==> config.mk <==
export PLATFORM = sky130hd
export DESIGN_NAME = vga_sync_generator
export DESIGN_NICKNAME = d
export VERILOG_FILES = /design/src/rtl/vga_timing_pkg.sv /design/src/rtl/vga_axis_counter.sv /design/src/rtl/vga_sync_generator.sv
export SDC_FILE = /design/constraint.sdc
export NUM_CORES = 1
export LEC_CHECK = 0
export CAP_MARGIN = 20
export CORE_ASPECT_RATIO = 1.1
export CORE_MARGIN = 10
export CORE_UTILIZATION = 45
export CTS_CLUSTER_SIZE = 28
export DETAILED_ROUTE_END_ITERATION = 7
export GPL_TIMING_DRIVEN = 0
export PLACE_DENSITY = 0.85
export SKIP_LAST_GASP = 1
export SYNTH_ARGS = -nofsm -noshare
export SYNTH_HDL_FRONTEND = slang
export SYNTH_SLANG_ARGS = --single-unit
==> constraint.sdc <==
create_clock -name clk -period 2.3 [get_ports clk]
set_clock_uncertainty 0.05 [all_clocks]
set_input_delay 0.46 -clock clk [delete_from_list [all_inputs] [get_ports clk]]
set_output_delay 0.46 -clock clk [all_outputs]
set_load 0.02 [all_outputs]
==> src/rtl/vga_timing_pkg.sv <==
// rtl/vga_timing_pkg.sv - shared 640x480@60 timing constants and helpers
package vga_timing_pkg;

    localparam int CNT_W = 10;

    localparam int VGA_H_ACTIVE = 640;
    localparam int VGA_H_FP     = 16;
    localparam int VGA_H_SYNC   = 96;
    localparam int VGA_H_BP     = 48;
    localparam int VGA_H_TOTAL  = VGA_H_ACTIVE + VGA_H_FP + VGA_H_SYNC + VGA_H_BP;

    localparam int VGA_V_ACTIVE = 480;
    localparam int VGA_V_FP     = 10;
    localparam int VGA_V_SYNC   = 2;
    localparam int VGA_V_BP     = 33;
    localparam int VGA_V_TOTAL  = VGA_V_ACTIVE + VGA_V_FP + VGA_V_SYNC + VGA_V_BP;

    localparam bit VGA_SYNC_POL = 1'b0;

    typedef logic [CNT_W-1:0] count_t;

    // Drive level of a sync pin: the active polarity inside the pulse, its inverse elsewhere.
    function automatic logic sync_level(input logic active, input logic pol);
        return active ? pol : ~pol;
    endfunction

endpackage

==> src/rtl/vga_axis_counter.sv <==
// rtl/vga_axis_counter.sv - one timing axis: position counter with wrap, visible and sync decode
module vga_axis_counter
    import vga_timing_pkg::*;
#(
    parameter int ACTIVE = VGA_H_ACTIVE,
    parameter int FP     = VGA_H_FP,
    parameter int SYNC   = VGA_H_SYNC,
    parameter int BP     = VGA_H_BP
) (
    input  logic   clk,
    input  logic   reset,
    input  logic   en,
    output count_t count,
    output logic   wrap,
    output logic   visible,
    output logic   sync
);

    localparam int     TOTAL      = ACTIVE + FP + SYNC + BP;
    localparam count_t LAST       = count_t'(TOTAL - 1);
    localparam count_t ACT_END    = count_t'(ACTIVE);
    localparam count_t SYNC_START = count_t'(ACTIVE + FP);
    localparam count_t SYNC_END   = count_t'(ACTIVE + FP + SYNC - 1);

    // Wrap is qualified by the enable so the next axis can use it directly as its step.
    assign wrap    = en && (count == LAST);
    assign visible = (count < ACT_END);
    assign sync    = (count >= SYNC_START) && (count <= SYNC_END);

    // Position counter: advances only on enable, returns to 0 after the last position.
    always_ff @(posedge clk or negedge reset) begin
        if (!reset) begin
            count <= '0;
        end else if (en) begin
            count <= wrap ? '0 : count + count_t'(1);
        end
    end

endmodule

==> src/rtl/vga_sync_generator.sv <==
// rtl/vga_sync_generator.sv - VGA timing generator with pixel request and one-tick colour pipeline
module vga_sync_generator
    import vga_timing_pkg::*;
#(
    parameter int H_ACTIVE = VGA_H_ACTIVE,
    parameter int H_FP     = VGA_H_FP,
    parameter int H_SYNC   = VGA_H_SYNC,
    parameter int H_BP     = VGA_H_BP,
    parameter int V_ACTIVE = VGA_V_ACTIVE,
    parameter int V_FP     = VGA_V_FP,
    parameter int V_SYNC   = VGA_V_SYNC,
    parameter int V_BP     = VGA_V_BP,
    parameter bit SYNC_POL = VGA_SYNC_POL
) (
    input  logic       clk,
    input  logic       reset,
    input  logic       pixEn,
    input  logic [7:0] inRed,
    input  logic [7:0] inGreen,
    input  logic [7:0] inBlue,
    output logic       readEnable,
    output logic       hsync,
    output logic       vsync,
    output logic [7:0] vgaRed,
    output logic [7:0] vgaGreen,
    output logic [7:0] vgaBlue,
    output logic       blankN,
    output logic [9:0] pixelX,
    output logic [9:0] pixelY,
    output logic       frameStart
);

    count_t h_count;
    count_t v_count;
    logic   h_wrap;
    logic   h_visible;
    logic   h_sync;
    logic   v_wrap_unused;
    logic   v_visible;
    logic   v_sync;
    logic   visible0;

    vga_axis_counter #(
        .ACTIVE (H_ACTIVE),
        .FP     (H_FP),
        .SYNC   (H_SYNC),
        .BP     (H_BP)
    ) u_h_axis (
        .clk     (clk),
        .reset   (reset),
        .en      (pixEn),
        .count   (h_count),
        .wrap    (h_wrap),
        .visible (h_visible),
        .sync    (h_sync)
    );

    // The vertical axis steps on the horizontal wrap, so the last-pixel-of-frame tick
    // returns both counters to 0 together.
    vga_axis_counter #(
        .ACTIVE (V_ACTIVE),
        .FP     (V_FP),
        .SYNC   (V_SYNC),
        .BP     (V_BP)
    ) u_v_axis (
        .clk     (clk),
        .reset   (reset),
        .en      (h_wrap),
        .count   (v_count),
        .wrap    (v_wrap_unused),
        .visible (v_visible),
        .sync    (v_sync)
    );

    assign visible0 = h_visible && v_visible;

    // Pixel request is gated by reset so nothing is fetched while the frame is held off.
    assign readEnable = reset && pixEn && visible0;
    assign frameStart = readEnable && (h_count == '0) && (v_count == '0);

    // Stage 1: line up syncs, blanking and coordinates with the buffer's registered read data.
    always_ff @(posedge clk or negedge reset) begin
        if (!reset) begin
            hsync  <= ~SYNC_POL;
            vsync  <= ~SYNC_POL;
            blankN <= 1'b0;
            pixelX <= '0;
            pixelY <= '0;
        end else if (pixEn) begin
            hsync  <= sync_level(h_sync, SYNC_POL);
            vsync  <= sync_level(v_sync, SYNC_POL);
            blankN <= visible0;
            if (visible0) begin
                pixelX <= h_count;
                pixelY <= v_count;
            end
        end
    end

    // Colour passes through only while stage 1 marks the pixel as visible.
    always_comb begin
        vgaRed   = 8'h00;
        vgaGreen = 8'h00;
        vgaBlue  = 8'h00;
        if (blankN) begin
            vgaRed   = inRed;
            vgaGreen = inGreen;
            vgaBlue  = inBlue;
        end
    end

endmodule

==> results of run 1 <==
## power groups by stage
stage / registers (W) / clock network (W) / logic, W
finish: 0.000891 / 0.000612 / 0.000203
global route: 0.000901 / 0.000654 / 0.000224
CTS: 0.000885 / 0.000622 / 0.000199
detailed placement: 0.000866 / 0 / 0.000215
global placement: 0.000865 / 0 / 0.000205
floorplan: 0.000855 / 0 / 0.000127
## how the worst max path moves through the flow
stage / start / end / slack (ns)
after floorplan: u_h_axis.count[0]$_DFFE_PN0P_ / frameStart / 0.08
after global placement: reset / frameStart / -1.68
after detailed placement: pixEn / frameStart / -0.85
after CTS: u_h_axis.count[1]$_DFFE_PN0P_ / frameStart / -0.22
after global routing: u_h_axis.count[0]$_DFFE_PN0P_ / frameStart / -0.22
final: u_h_axis.count[0]$_DFFE_PN0P_ / frameStart / -0.13
## sequential cells by signal (all words and copies together), names as in the netlist
name / count
u_h_axis.count: 10
hsync: 1
pixelX: 10
blankN: 1
u_v_axis.count: 10
vsync: 1
pixelY: 10
## layer usage
layer,track usage,wire length [um],vias up
met4,0.0536,88,0
met3,0.0552,536,6
met1,0.172,2480,840
met2,0.211,2420,72
li1,-,-,873
met5,0,0,-
## cells by family (layout without fill, tap and decap cells)
family,count (synthesis),after routing,synth area share
and+or+nand+nor,86,86,0.244
DFF,43,43,0.501
buffers and inverters,19,104,0.0378
adders and majority gates,4,4,0.0233
xor gates and xnor gates,9,9,0.0366
muxes,16,16,0.0838
AOI/OAI and AO/OA,25,25,0.0733
## repair_timing
action / 4_1_cts / 5_1_grt
pin swaps: 2 / 2
setup buffers: 3 / 3
endpoints found under the setup margin: 22 / 25
resized for setup: 20 / 6
gates cloned: 0 / 0
## area by class of cell
cell class / instances / area [um^2] / area share
Buffer: 6 / 33.8 / 0.0106
Sequential cell: 43 / 1080 / 0.342
Timing Repair Buffer: 82 / 816 / 0.257
Tap cell: 56 / 70.1 / 0.0221
Clock inverter: 2 / 35.0 / 0.0110
Inverter: 8 / 30.0 / 0.00946
Clock buffer: 6 / 82.6 / 0.0260
Multi-Input combinational cell: 140 / 1020 / 0.322
## synth_stat cells, types with 2 or more instances
cell / instances / area share
dfrtp_1: 41 / 0.48
and2_1: 26 / 0.076
mux2_2: 16 / 0.084
o21ai_0: 12 / 0.028
nand2_1: 10 / 0.017
nand3_1: 9 / 0.021
clkbuf_1: 8 / 0.014
inv_1: 8 / 0.014
nor2_1: 8 / 0.014
and3_1: 6 / 0.017
xnor2_1: 5 / 0.020
ha_1: 4 / 0.023
nand4_1: 4 / 0.012
nor3_1: 4 / 0.0093
xor2_1: 4 / 0.016
nor4_1: 3 / 0.0087
or3_1: 3 / 0.0087
a21o_1: 2 / 0.0070
a21oi_1: 2 / 0.0047
a31oi_1: 2 / 0.0058
and4_1: 2 / 0.0081
buf_2: 2 / 0.0047
dfstp_2: 2 / 0.024
o22a_1: 2 / 0.0081
## through the flow
stage,utilization,total power [W]
floorplan,-,0.000982
global placement,0.640,0.00107
detailed placement,0.645,0.00108
CTS,0.677,0.00171
global route,0.683,0.00178
finish,0.683,0.00171
## critical path, cell delays in order (launching register included)
cell and delay, ns:
dfrtp_1 0.39, inv_2 0.07, ha_1 0.13, or4b_4 0.45
nor3_2 0.11, nand4_1 0.11, nor3_2 0.19, buf_4 0.18
==> impl_metrics.yaml, run 1 <==
sta:
  finalCriticalPeriod_ns: 2.43
  relSlewSlack: 0.423
  setup_viol_count_final: 1
  period_share: 1.06
  setup_ws_ns: -0.129
  hold_viol: 0
  tightest_slew_ns: 0.858
  worst_hold_slack_ns: 0.0677
  grt_setup_unrepaired: "true"
  slew_violations: 0
  setup-tns-final_ns: -0.129
  fmax_mhz: 412
cells_and_area:
  antenna_cells: 0
  stdcell_area_um2: 3180
  drive_gt1_frac: 0.199
  syn_to_final_growth_pct: 47.6
  layout_commonest_cell: "clkdlybuf4s50_1"
  nFillCells: 369
  layout_common_cells: "71 x clkdlybuf4s50_1, 36 x dfrtp_1, 26 x and2_1"
  final_nets: 317
  layout.cells.non_filler: 343
status:
  status: "finished, violations left"
  violations: "setup timing"
clock_tree:
  h-tree-depth: 2
  cts_buffers: 5
  cts_buffer_depth: 2
  clock_latency_ns: 0.31
  cts.sinks: 43
  ctsHoldBuffers: 0
  cts_root_buf: "clkbuf_8"
  clk_pin_slew_ns: 0.09
  cts_tree: "yes"
drt:
  wirelength_mm: 5.52
  drt-initial-drc-count: 77
  wl_per_cell_um: 16.1
  vias: 1791
  via_per_inst: 5.22
  drc_errors: 0
  drtPass1Iterations: 4
  route.antenna.remaining_nets: 0
placement:
  postPlaceCellArea_um2: 3000
  place_ws_ns: -0.854
  place_hpwl_mm: 4.18
  placed_cells: 334
  io_buffers: 75
  routabilityCongestion: 0.827
global_route:
  grt_pass1_wl_mm: 9.05
  first_global_vias: 1798
  grt-ovfl-total: 0
  grt_usage: 0.139
  grt_max_degree: 24
  antenna_found_initial: 0
power:
  power.density_nw_per_um2: 537
  comb_power_share: 0.119
  p_switching_w: 0.000433
  clockPowerShare: 0.359
  p_int_w: 0.00127
  leakage_nw: 1.43
  seqPwrFrac: 0.522
  swShare: 0.254
  max-vdd-ir-drop_mv: 0.385
worst_setup_path:
  crit_path_start_kind: "flop"
  worstReg2RegEnd: "u_v_axis.count[2]$_DFFE_PN0N_"
  end_kind: "output port"
  worstPathRequired_ns: 1.79
  path_max_fanout: 2
  crit_arrival_ns: 1.92
  r2r_cells: 6
  r2r_setup_slack_ns: 0.10
  critPathKind: "reg2out"
  rr_startpoint: "u_h_axis.count[1]$_DFFE_PN0P_"
yosys:
  yosys_most_used_dff: "dfrtp_1"
  syn-num-nets: 233
  yosysSeqAreaShare: 0.501
  synthCells: 202
  yosys_warnings: 0
  synthArstFlopShare: 1.00
  ys_types: 41
  synth-seq-cells: 43
  syn_area_um2: 2150
  synth_edf_count: 0
  syn_avg_cell_area_um2: 10.6
run:
  maxCapViolCount: 0
die:
  core_um2: 4650
  die_w_um: 85.9
  chipHeight_um: 92.5
  die_area_um2: 7950
  ios: 76
  row_count: 26
  start_util: 0.462
min_path:
  hold_path_class: "in2async"
Note: power is estimated with default switching activity, not from simulation.
==> run 2: changes to the inputs <==
--- a/config.mk
+++ b/config.mk
@@ -11,7 +11,6 @@
 export CORE_UTILIZATION = 45
 export CTS_CLUSTER_SIZE = 28
 export DETAILED_ROUTE_END_ITERATION = 7
-export GPL_TIMING_DRIVEN = 0
 export PLACE_DENSITY = 0.85
 export SKIP_LAST_GASP = 1
 export SYNTH_ARGS = -nofsm -noshare
==> impl_metrics.yaml, run 2 (synthesis gave the netlist of run 1 again) <==
status:
  status: "finished, violations left"
  violations: "setup timing"
clock_tree:
  clock_latency_ns: 0.30
  cts_root_buf: "clkbuf_8"
  cts_buffer_depth: 2
  cts_tree: "yes"
  h-tree-depth: 2
  cts_buffers: 5
  cts.sinks: 43
  clk_pin_slew_ns: 0.08
  ctsHoldBuffers: 0
power:
  leakage_nw: 1.54
  max-vdd-ir-drop_mv: 0.416
  power_w: 0.00171
  power.density_nw_per_um2: 520
drt:
  drt-initial-drc-count: 108
  via_per_inst: 5.28
  wl_per_cell_um: 16.5
  wirelength_mm: 6.01
  drc_errors: 0
  drtPass1Iterations: 4
  vias: 1923
  route.antenna.remaining_nets: 0
sta:
  slew_violations: 0
  finalCriticalPeriod_ns: 2.44
  period_share: 1.06
  fmax_mhz: 411
  setup_ws_ns: -0.136
  hold_viol: 0
  setup_viol_count_final: 1
  grt_setup_unrepaired: "true"
  setup-tns-final_ns: -0.136
  relSlewSlack: 0.640
  tightest_slew_ns: 0.540
  worst_hold_slack_ns: 0.181
worst_setup_path:
  startpoint: "u_h_axis.count[0]$_DFFE_PN0P_"
  crit_path_start_kind: "flop"
  crit_path_end: "frameStart"
  worstReg2RegEnd: "u_v_axis.count[5]$_DFFE_PN0N_"
  end_kind: "output port"
  path_max_fanout: 2
  r2r_setup_slack_ns: 0.17
  crit_arrival_ns: 1.93
  r2r_cells: 7
  critPathKind: "reg2out"
  worstPathRequired_ns: 1.79
  rr_startpoint: "u_h_axis.count[0]$_DFFE_PN0P_"
cells_and_area:
  antenna_cells: 0
  drive_gt1_frac: 0.234
  multiInputGateArea_um2: 1010
  finish.utilization: 0.709
  layout_common_cells: "72 x clkdlybuf4s50_1, 40 x dfrtp_1, 36 x buf_4"
  final_nets: 339
  regArea_um2: 1080
  nFillCells: 353
  layout_commonest_cell: "clkdlybuf4s50_1"
  syn_to_final_growth_pct: 53.3
global_route:
  first_global_vias: 1942
  grt_usage: 0.153
  antenna_found_initial: 0
  grt-ovfl-total: 0
  grt_max_degree: 44
  grt_pass1_wl_mm: 9.81
die:
  ios: 76
  die_w_um: 85.9
  row_count: 26
  chipHeight_um: 92.5
  start_util: 0.462
  die_area_um2: 7950
  core_um2: 4650
min_path:
  hold_path_class: "in2async"
run:
  maxCapViolCount: 0
placement:
  place_hpwl_mm: 4.73
  routabilityCongestion: 0.862
  io_buffers: 75
## run 2: cell types whose count changed in the layout (fill, tap and decap cells not counted), sizes merged
cell / delta
clkbuf: -4
clkinvlp: +1
clkdlybuf4s50: +1
clkinv: -1
dlygate4sd2: -1
clkdlybuf4s15: -1
buf: +26
## run 2: repair_timing
item | in CTS | in global routing
pin swaps | 2 | 1
gates resized for setup | 9 | 4
cloned | 0 | 0
buffers inserted | 0 | 1
endpoints found under the setup margin | 26 | 3
## run 2: critical path, stage by stage, from the launching register on
cell and delay [ns]:
dfrtp_1 0.39, inv_1 0.08, ha_1 0.14, or4b_4 0.45, nor3_2 0.11, nand4_1 0.11
nor3_2 0.17, buf_4 0.18
## run 2: per-stage QoR
| step | setup WS, ns | cell area [um^2] | cells |
|---|---|---|---|
| 2_1_floorplan | 0.0785 | 2160 | 202 |
| 3_3_place_gp | -0.451 | 3180 | 356 |
| 3_5_place_dp | -0.470 | 3180 | 356 |
| 4_1_cts | -0.241 | 3290 | 363 |
| 5_1_grt | -0.253 | 3300 | 364 |
| 6_report | -0.136 | 3300 | 364 |
## run 2: routing by layer
layer	track usage	up-vias	wire length [um]
met2	0.241	92	2750
li1	-	916	-
met3	0.0508	10	555
met4	0.0659	0	123
met1	0.185	905	2580
met5	0	-	0
## run 2: final cells by class
type	count	share of cell area
Sequential cell	43	0.328
Multi-Input combinational cell	140	0.306
Timing Repair Buffer	110	0.304
Tap cell	56	0.0213
Clock buffer	5	0.0209
Clock inverter	2	0.0114
Inverter	8	0.00911
## run 2: worst min path at each step
stage	startpoint	end	slack [ns]	depth (start not counted)
6_report	reset	u_v_axis.count[0]$_DFFE_PN0N_	0.18	2
3_5_place_dp	pixelY[9]$_DFFE_PN0P_	pixelY[9]$_DFFE_PN0P_	0.42	1
5_1_grt	reset	pixelY[4]$_DFFE_PN0P_	0.22	2
4_1_cts	reset	pixelX[0]$_DFFE_PN0P_	0.20	2
2_1_floorplan	reset	blankN$_DFFE_PN0P_	0.11	0
3_3_place_gp	pixelY[9]$_DFFE_PN0P_	pixelY[9]$_DFFE_PN0P_	0.42	1
## run 2: power by group
group          switching [W]  internal [W]
logic               0.000160      0.000162
registers          0.0000235      0.000800
clock network       0.000252      0.000317
